**src/rtl/program_memory_loader.sv**
```systemverilog
// program_memory_loader
//
// Fills the RV32I instruction memory from a framed byte stream before the core
// runs. Frame: N[7:0], N[15:8], then 4*N bytes forming N little-endian words.
// Each completed word produces a one-cycle write to program memory. The core is
// held in reset until the full image has been written.
//
// Optional feature (macro LOADER_CHECKSUM_EN): a trailing checksum byte follows
// the data. It must equal the XOR of all data bytes; otherwise the frame is
// rejected. Leave the macro undefined for the plain loader.
//
// Ports:
//   clk         system clock, rising edge
//   reset       synchronous active-high reset
//   byte_data   incoming stream byte
//   byte_valid  byte_data is valid
//   byte_ready  loader accepts a byte this cycle
//   mem_we      word write strobe (registered, one cycle per word)
//   mem_addr    word address of the write (registered)
//   mem_wdata   word written (registered)
//   core_reset  holds the core in reset while high
//   done        image fully loaded, sticky until reset
//   error       frame rejected, sticky until reset

module program_memory_loader #(
  parameter int unsigned ADDR_WIDTH = 8
) (
  input  logic                  clk,
  input  logic                  reset,
  input  logic [7:0]            byte_data,
  input  logic                  byte_valid,
  output logic                  byte_ready,
  output logic                  mem_we,
  output logic [ADDR_WIDTH-1:0] mem_addr,
  output logic [31:0]           mem_wdata,
  output logic                  core_reset,
  output logic                  done,
  output logic                  error
);

  localparam logic [2:0] StLenLo = 3'd0;
  localparam logic [2:0] StLenHi = 3'd1;
  localparam logic [2:0] StData  = 3'd2;
  localparam logic [2:0] StWrite = 3'd3;
  localparam logic [2:0] StDone  = 3'd4;
  localparam logic [2:0] StError = 3'd5;
`ifdef LOADER_CHECKSUM_EN
  localparam logic [2:0] StCheck = 3'd6;
  // State entered once the data (possibly none) has been consumed.
  localparam logic [2:0] StLast  = StCheck;
`else
  localparam logic [2:0] StLast  = StDone;
`endif

  // Largest legal word count; 33 bits so the comparison never overflows.
  localparam logic [32:0] Capacity = 33'd1 << ADDR_WIDTH;

  logic [2:0]            state_q, state_d;
  logic [15:0]           n_q, n_d;
  logic [1:0]            byte_idx_q, byte_idx_d;
  logic [ADDR_WIDTH-1:0] word_cnt_q, word_cnt_d;
  // Holds the first three bytes of the current word; the fourth comes straight
  // from byte_data when the write is issued.
  logic [23:0]           asm_q, asm_d;
  logic                  mem_we_d;
  logic [ADDR_WIDTH-1:0] mem_addr_d;
  logic [31:0]           mem_wdata_d;
`ifdef LOADER_CHECKSUM_EN
  logic [7:0]            csum_q, csum_d;
`endif

  logic        accept;
  logic [15:0] n_full;
  logic        last_word;

  always_comb begin
    byte_ready = 1'b0;
    if (!reset) begin
      unique case (state_q)
        StLenLo, StLenHi, StData: byte_ready = 1'b1;
`ifdef LOADER_CHECKSUM_EN
        StCheck:                  byte_ready = 1'b1;
`endif
        default:                  byte_ready = 1'b0;
      endcase
    end
  end

  assign core_reset = (state_q != StDone);
  assign done       = (state_q == StDone);
  assign error      = (state_q == StError);

  assign accept    = byte_valid && byte_ready;
  assign n_full    = {byte_data, n_q[7:0]};
  assign last_word = (33'(word_cnt_q) == (33'(n_q) - 33'd1));

  always_comb begin
    state_d     = state_q;
    n_d         = n_q;
    byte_idx_d  = byte_idx_q;
    word_cnt_d  = word_cnt_q;
    asm_d       = asm_q;
    mem_we_d    = 1'b0;
    mem_addr_d  = mem_addr;
    mem_wdata_d = mem_wdata;
`ifdef LOADER_CHECKSUM_EN
    csum_d      = csum_q;
`endif
    case (state_q)
      StLenLo: begin
        if (accept) begin
          n_d     = {n_q[15:8], byte_data};
          state_d = StLenHi;
        end
      end
      StLenHi: begin
        if (accept) begin
          n_d = n_full;
          if (n_full == 16'd0) begin
            state_d = StLast;
          end else if (33'(n_full) > Capacity) begin
            state_d = StError;
          end else begin
            state_d = StData;
          end
        end
      end
      StData: begin
        if (accept) begin
          asm_d      = {byte_data, asm_q[23:8]};
          byte_idx_d = byte_idx_q + 2'd1;
`ifdef LOADER_CHECKSUM_EN
          csum_d     = csum_q ^ byte_data;
`endif
          if (byte_idx_q == 2'd3) begin
            state_d     = StWrite;
            mem_we_d    = 1'b1;
            mem_addr_d  = word_cnt_q;
            mem_wdata_d = {byte_data, asm_q};
          end
        end
      end
      StWrite: begin
        if (last_word) begin
          state_d = StLast;
        end else begin
          word_cnt_d = word_cnt_q + 1'b1;
          state_d    = StData;
        end
      end
`ifdef LOADER_CHECKSUM_EN
      StCheck: begin
        if (accept) begin
          state_d = (byte_data == csum_q) ? StDone : StError;
        end
      end
`endif
      StDone, StError: begin
        state_d = state_q;
      end
      default: begin
        state_d = StError;
      end
    endcase
  end

  always_ff @(posedge clk) begin
    if (reset) begin
      state_q    <= StLenLo;
      n_q        <= '0;
      byte_idx_q <= '0;
      word_cnt_q <= '0;
      asm_q      <= '0;
      mem_we     <= 1'b0;
      mem_addr   <= '0;
      mem_wdata  <= '0;
`ifdef LOADER_CHECKSUM_EN
      csum_q     <= '0;
`endif
    end else begin
      state_q    <= state_d;
      n_q        <= n_d;
      byte_idx_q <= byte_idx_d;
      word_cnt_q <= word_cnt_d;
      asm_q      <= asm_d;
      mem_we     <= mem_we_d;
      mem_addr   <= mem_addr_d;
      mem_wdata  <= mem_wdata_d;
`ifdef LOADER_CHECKSUM_EN
      csum_q     <= csum_d;
`endif
    end
  end

endmodule

```
**config.mk**
```make
export PLATFORM = sky130hd
export DESIGN_NAME = program_memory_loader
export DESIGN_NICKNAME = d
export VERILOG_FILES = /design/src/rtl/program_memory_loader.sv
export SDC_FILE = /design/constraint.sdc
export NUM_CORES = 1
export LEC_CHECK = 0
export CAP_MARGIN = 10
export CORE_ASPECT_RATIO = 0.8
export CORE_MARGIN = 2
export CORE_UTILIZATION = 54
export DETAILED_ROUTE_END_ITERATION = 7
export PLACE_DENSITY = 0.79
export SETUP_SLACK_MARGIN = 0.3
export SYNTH_ARGS = -nofsm -noshare
export SYNTH_HDL_FRONTEND = slang
export SYNTH_SLANG_ARGS = --single-unit
```
**constraint.sdc**
```tcl
create_clock -name clk -period 2.8 [get_ports clk]
set_input_delay 0.28 -clock clk [delete_from_list [all_inputs] [get_ports clk]]
set_output_delay 0.28 -clock clk [all_outputs]
set_load 0.01 [all_outputs]
```
==> insert_results.sql <==
INSERT INTO impl_metrics (metric_group, metric, value, unit) VALUES
('routing', 'vias_per_cell', '5.58', ''),
('die', 'rows', '27', ''),
('routing', 'drt-total-wl', '9230', 'um'),
('synthesis', 'synthesis.instances', '485', ''),
('timing', 'hold_viol', '0', ''),
('routing', 'ant_nets', '0', ''),
('synthesis', 'syn_nets', '499', ''),
('synthesis', 'syn-cell-area', '3970', 'um^2'),
('worst_setup_path', 'criticalPathCategory', 'register to register', ''),
('clock_tree', 'numCtsBuffers', '9', ''),
('synthesis', 'yosys_warnings', '0', ''),
('timing', 'unrepaired_setup_endpoints_after_global_routing', 'no', ''),
('synthesis', 'yosys_register_bits', '94', ''),
('global_routing', 'globalRouteTotalUtil', '23.8', '%'),
('worst_setup_path', 'setup.worst_path.end_class', 'register', ''),
('die', 'floorplan.die_area', '8060', 'um^2'),
('routing', 'routed_wire_length_per_instance', '14.9', 'um'),
('synthesis', 'synth.most_common_cell', 'sky130_fd_sc_hd__nand2_1', ''),
('worst_setup_path', 'r2r_slack', '0.44', 'ns'),
('die', 'io-pin-count', '56', ''),
('cells_and_area', 'post_route_cells_drive_above_1_share', '7.52', '%'),
('cells_and_area', 'diodes', '0', ''),
('worst_setup_path', 'worstPathArrival', '2.61', 'ns'),
('clock_tree', 'clk_latency', '0.36', 'ns'),
('clock_tree', 'cts.sink_count', '94', ''),
('placed_design', 'port-buffer-count', '55', ''),
('synthesis', 'yosysUniqueCellTypes', '45', ''),
('global_routing', 'grt.overflow.total', '0', ''),
('global_routing', 'grt_pass1_wl', '15200', 'um'),
('worst_setup_path', 'path_delay_family', 'simple AND/OR/NAND/NOR gates', ''),
('placed_design', 'place_ws', '0.380', 'ns'),
('timing', 'timing.slew.headroom', '51.7', '%'),
('pwr', 'comb_power_share', '6.9', '%'),
('pwr', 'switchingPower', '0.606', 'mW'),
('cells_and_area', 'nNetsFinal', '541', ''),
('pwr', 'share_seq_of_total_power', '57.7', '%'),
('flow_run', 'max_cap_violations', '0', ''),
('worst_setup_path', 'critical-path-max-stage-delay', '0.37', 'ns'),
('clock_tree', 'clock_tree.htree_level_count', '3', ''),
('pwr', 'p_sw_share', '25.8', '%'),
('synthesis', 'synth-edff-count', '0', ''),
('timing', 'finalCritPeriodShare', '84.2', '%'),
('synthesis', 'syn_avg_cell_area', '8.19', 'um^2'),
('clock_tree', 'clockRootBuffer', 'sky130_fd_sc_hd__clkbuf_8', ''),
('worst_setup_path', 'worst-path-max-fanout', '18', ''),
('die', 'core_area', '6990', 'um^2'),
('synthesis', 'synthTopCellsByArea', 'sky130_fd_sc_hd__dfxtp_1 (47%), sky130_fd_sc_hd__nand2_1 (14%), sky130_fd_sc_hd__a21oi_1 (7.9%)', ''),
('worst_setup_path', 'worst_path_max_delay_cell', 'sky130_fd_sc_hd__dfxtp_2', ''),
('run_status', 'status', 'completed', ''),
('worst_setup_path', 'setup.worst_path.start_class', 'register', ''),
('die', 'die_height', '80.7', 'um'),
('timing', 'setup_total_negative_slack', '0', 'ns'),
('timing', 'period_needed', '2.36', 'ns'),
('worst_setup_path', 'path_cells', 'inv_1 > ha_1 > nor3b_4 > buf_4 > xnor2_1 > nor4_2 > nand3_1 > nor4_4 > buf_6 > a21oi_2 > o21a_1', ''),
('routing', 'drc', '0', ''),
('timing', 'tightest_slew', '0.724', 'ns'),
('global_routing', 'grt_max_degree', '83', ''),
('global_routing', 'grt_pass1_vias', '3049', ''),
('synthesis', 'synth_area_leader_cell', 'sky130_fd_sc_hd__dfxtp_1', ''),
('timing', 'report.final.setup_viol', '0', ''),
('pwr', 'p_int', '1.74', 'mW'),
('timing', 'worst_clk_skew', '0.0108', 'ns'),
('synthesis', 'yosys.area.top_type_share', '47.4', '%'),
('clock_tree', 'tritoncts', 'yes', ''),
('synthesis', 'yosysSeqAreaShare', '47.4', '%'),
('timing', 'smallest_setup_slack_after_layout', '0.442', 'ns'),
('cells_and_area', 'synthToLayoutAreaGrowth', '18.3', '%'),
('worst_setup_path', 'crit_buf_inv', '3', ''),
('routing', 'drt_iter0_markers', '239', ''),
('die', 'floorplan.initialDensity', '56.8', '%'),
('clock_tree', 'cts_hold_repair.buffers', '0', '');
-- flip-flops by register name, indices dropped and copies added (netlist names) --
| register | flops |
|---|---|
| mem_wdata | 32 |
| asm_q | 24 |
| n_q | 16 |
| mem_addr | 8 |
| word_cnt_q | 8 |
| state_q | 3 |
| byte_idx_q | 2 |
| mem_we | 1 |
-- routing by layer --
| layer | up-vias | global-route usage [%] | share of wire, % |
|---|---|---|---|
| met2 | 121 | 35.5 | 44 |
| met1 | 1600 | 34.8 | 49 |
| li1 | 1727 | - | - |
| met5 | - | 0 | 0 |
| met4 | 0 | 6.30 | 0.70 |
| met3 | 8 | 5.57 | 6.5 |
-- power by group through the flow --
stage / Combinational, mW / Clock [mW] / Sequential, mW
after floorplan: 0.113 / 0 / 1.38
after global placement: 0.154 / 0 / 1.39
after detailed placement: 0.155 / 0 / 1.39
after CTS: 0.156 / 0.845 / 1.36
after global routing: 0.175 / 0.908 / 1.36
final: 0.162 / 0.832 / 1.36
-- per-stage QoR --
step           std cells  power, mW  cell area (um^2)  utilization [%]  hold WS [ns]
3_5_place_dp         602       1.54              4510             64.5         0.447
6_report             619       2.35              4700             67.2         0.283
5_1_grt              619       2.44              4700             67.2         0.284
4_1_cts              618       2.36              4680             67.0         0.268
2_1_floorplan        485       1.49              3970                -         0.379
3_3_place_gp         602       1.54              4510             64.5         0.441
-- layout make-up --
class,instances,area (um^2),share of cell area [%]
Tap cell,87,109,2.32
Timing Repair Buffer,62,602,12.8
Clock buffer,9,124,2.64
Multi-Input combinational cell,350,1890,40.2
Clock inverter,7,52.6,1.12
Inverter,10,37.5,0.799
Sequential cell,94,1880,40.1
-- cell families (layout without fill, tap and decap cells) --
kind of cell | Yosys count | in the layout | synth area share, %
buffers and inverters | 41 | 88 | 5.04
AND/OR/NAND/NOR | 236 | 236 | 28.4
multiplexers | 8 | 8 | 2.02
adder cells (fa/ha/maj) | 3 | 3 | 0.945
flip-flops | 94 | 94 | 47.4
AO/OA/AOI/OAI | 91 | 91 | 13.6
XOR/XNOR | 12 | 12 | 2.65
-- cells in the final DEF (no fill, tap or decap), drive strengths merged, types with 2 or more instances in the layout --
cell / synthesis / layout
mux2i: 8 / 8
inv: 10 / 14
xnor2: 10 / 10
nor2: 18 / 18
and3: 3 / 3
nor3: 9 / 9
clkbuf: 23 / 9
nand3: 16 / 16
or3: 4 / 4
o211ai: 3 / 3
clkdlybuf4s50: 0 / 54
or4: 7 / 7
nor4: 4 / 4
nand4: 3 / 3
buf: 7 / 8
o21ai: 6 / 6
o31ai: 6 / 6
clkinv: 0 / 3
a21oi: 67 / 67
nand2: 146 / 146
or3b: 2 / 2
dfxtp: 94 / 94
nand3b: 21 / 21
xor2: 2 / 2
ha: 3 / 3
-- final timing paths --
kind | cells after the start | from | to
max | 11 | n_q[0]$_SDFFE_PP0P_ | state_q[1]$_SDFFE_PP0P_
min | 2 | reset | state_q[2]$_SDFFE_PP0P_
max reg2reg | 11 | n_q[0]$_SDFFE_PP0P_ | state_q[1]$_SDFFE_PP0P_
min reg2reg | 2 | mem_wdata[1]$_SDFFE_PP0P_ | mem_wdata[1]$_SDFFE_PP0P_
-- timing repair --
action	CTS	global route
resized for setup	0	2
setup buffers	0	1
endpoints found under the setup margin	0	10
(Power assumes the default switching activity.)
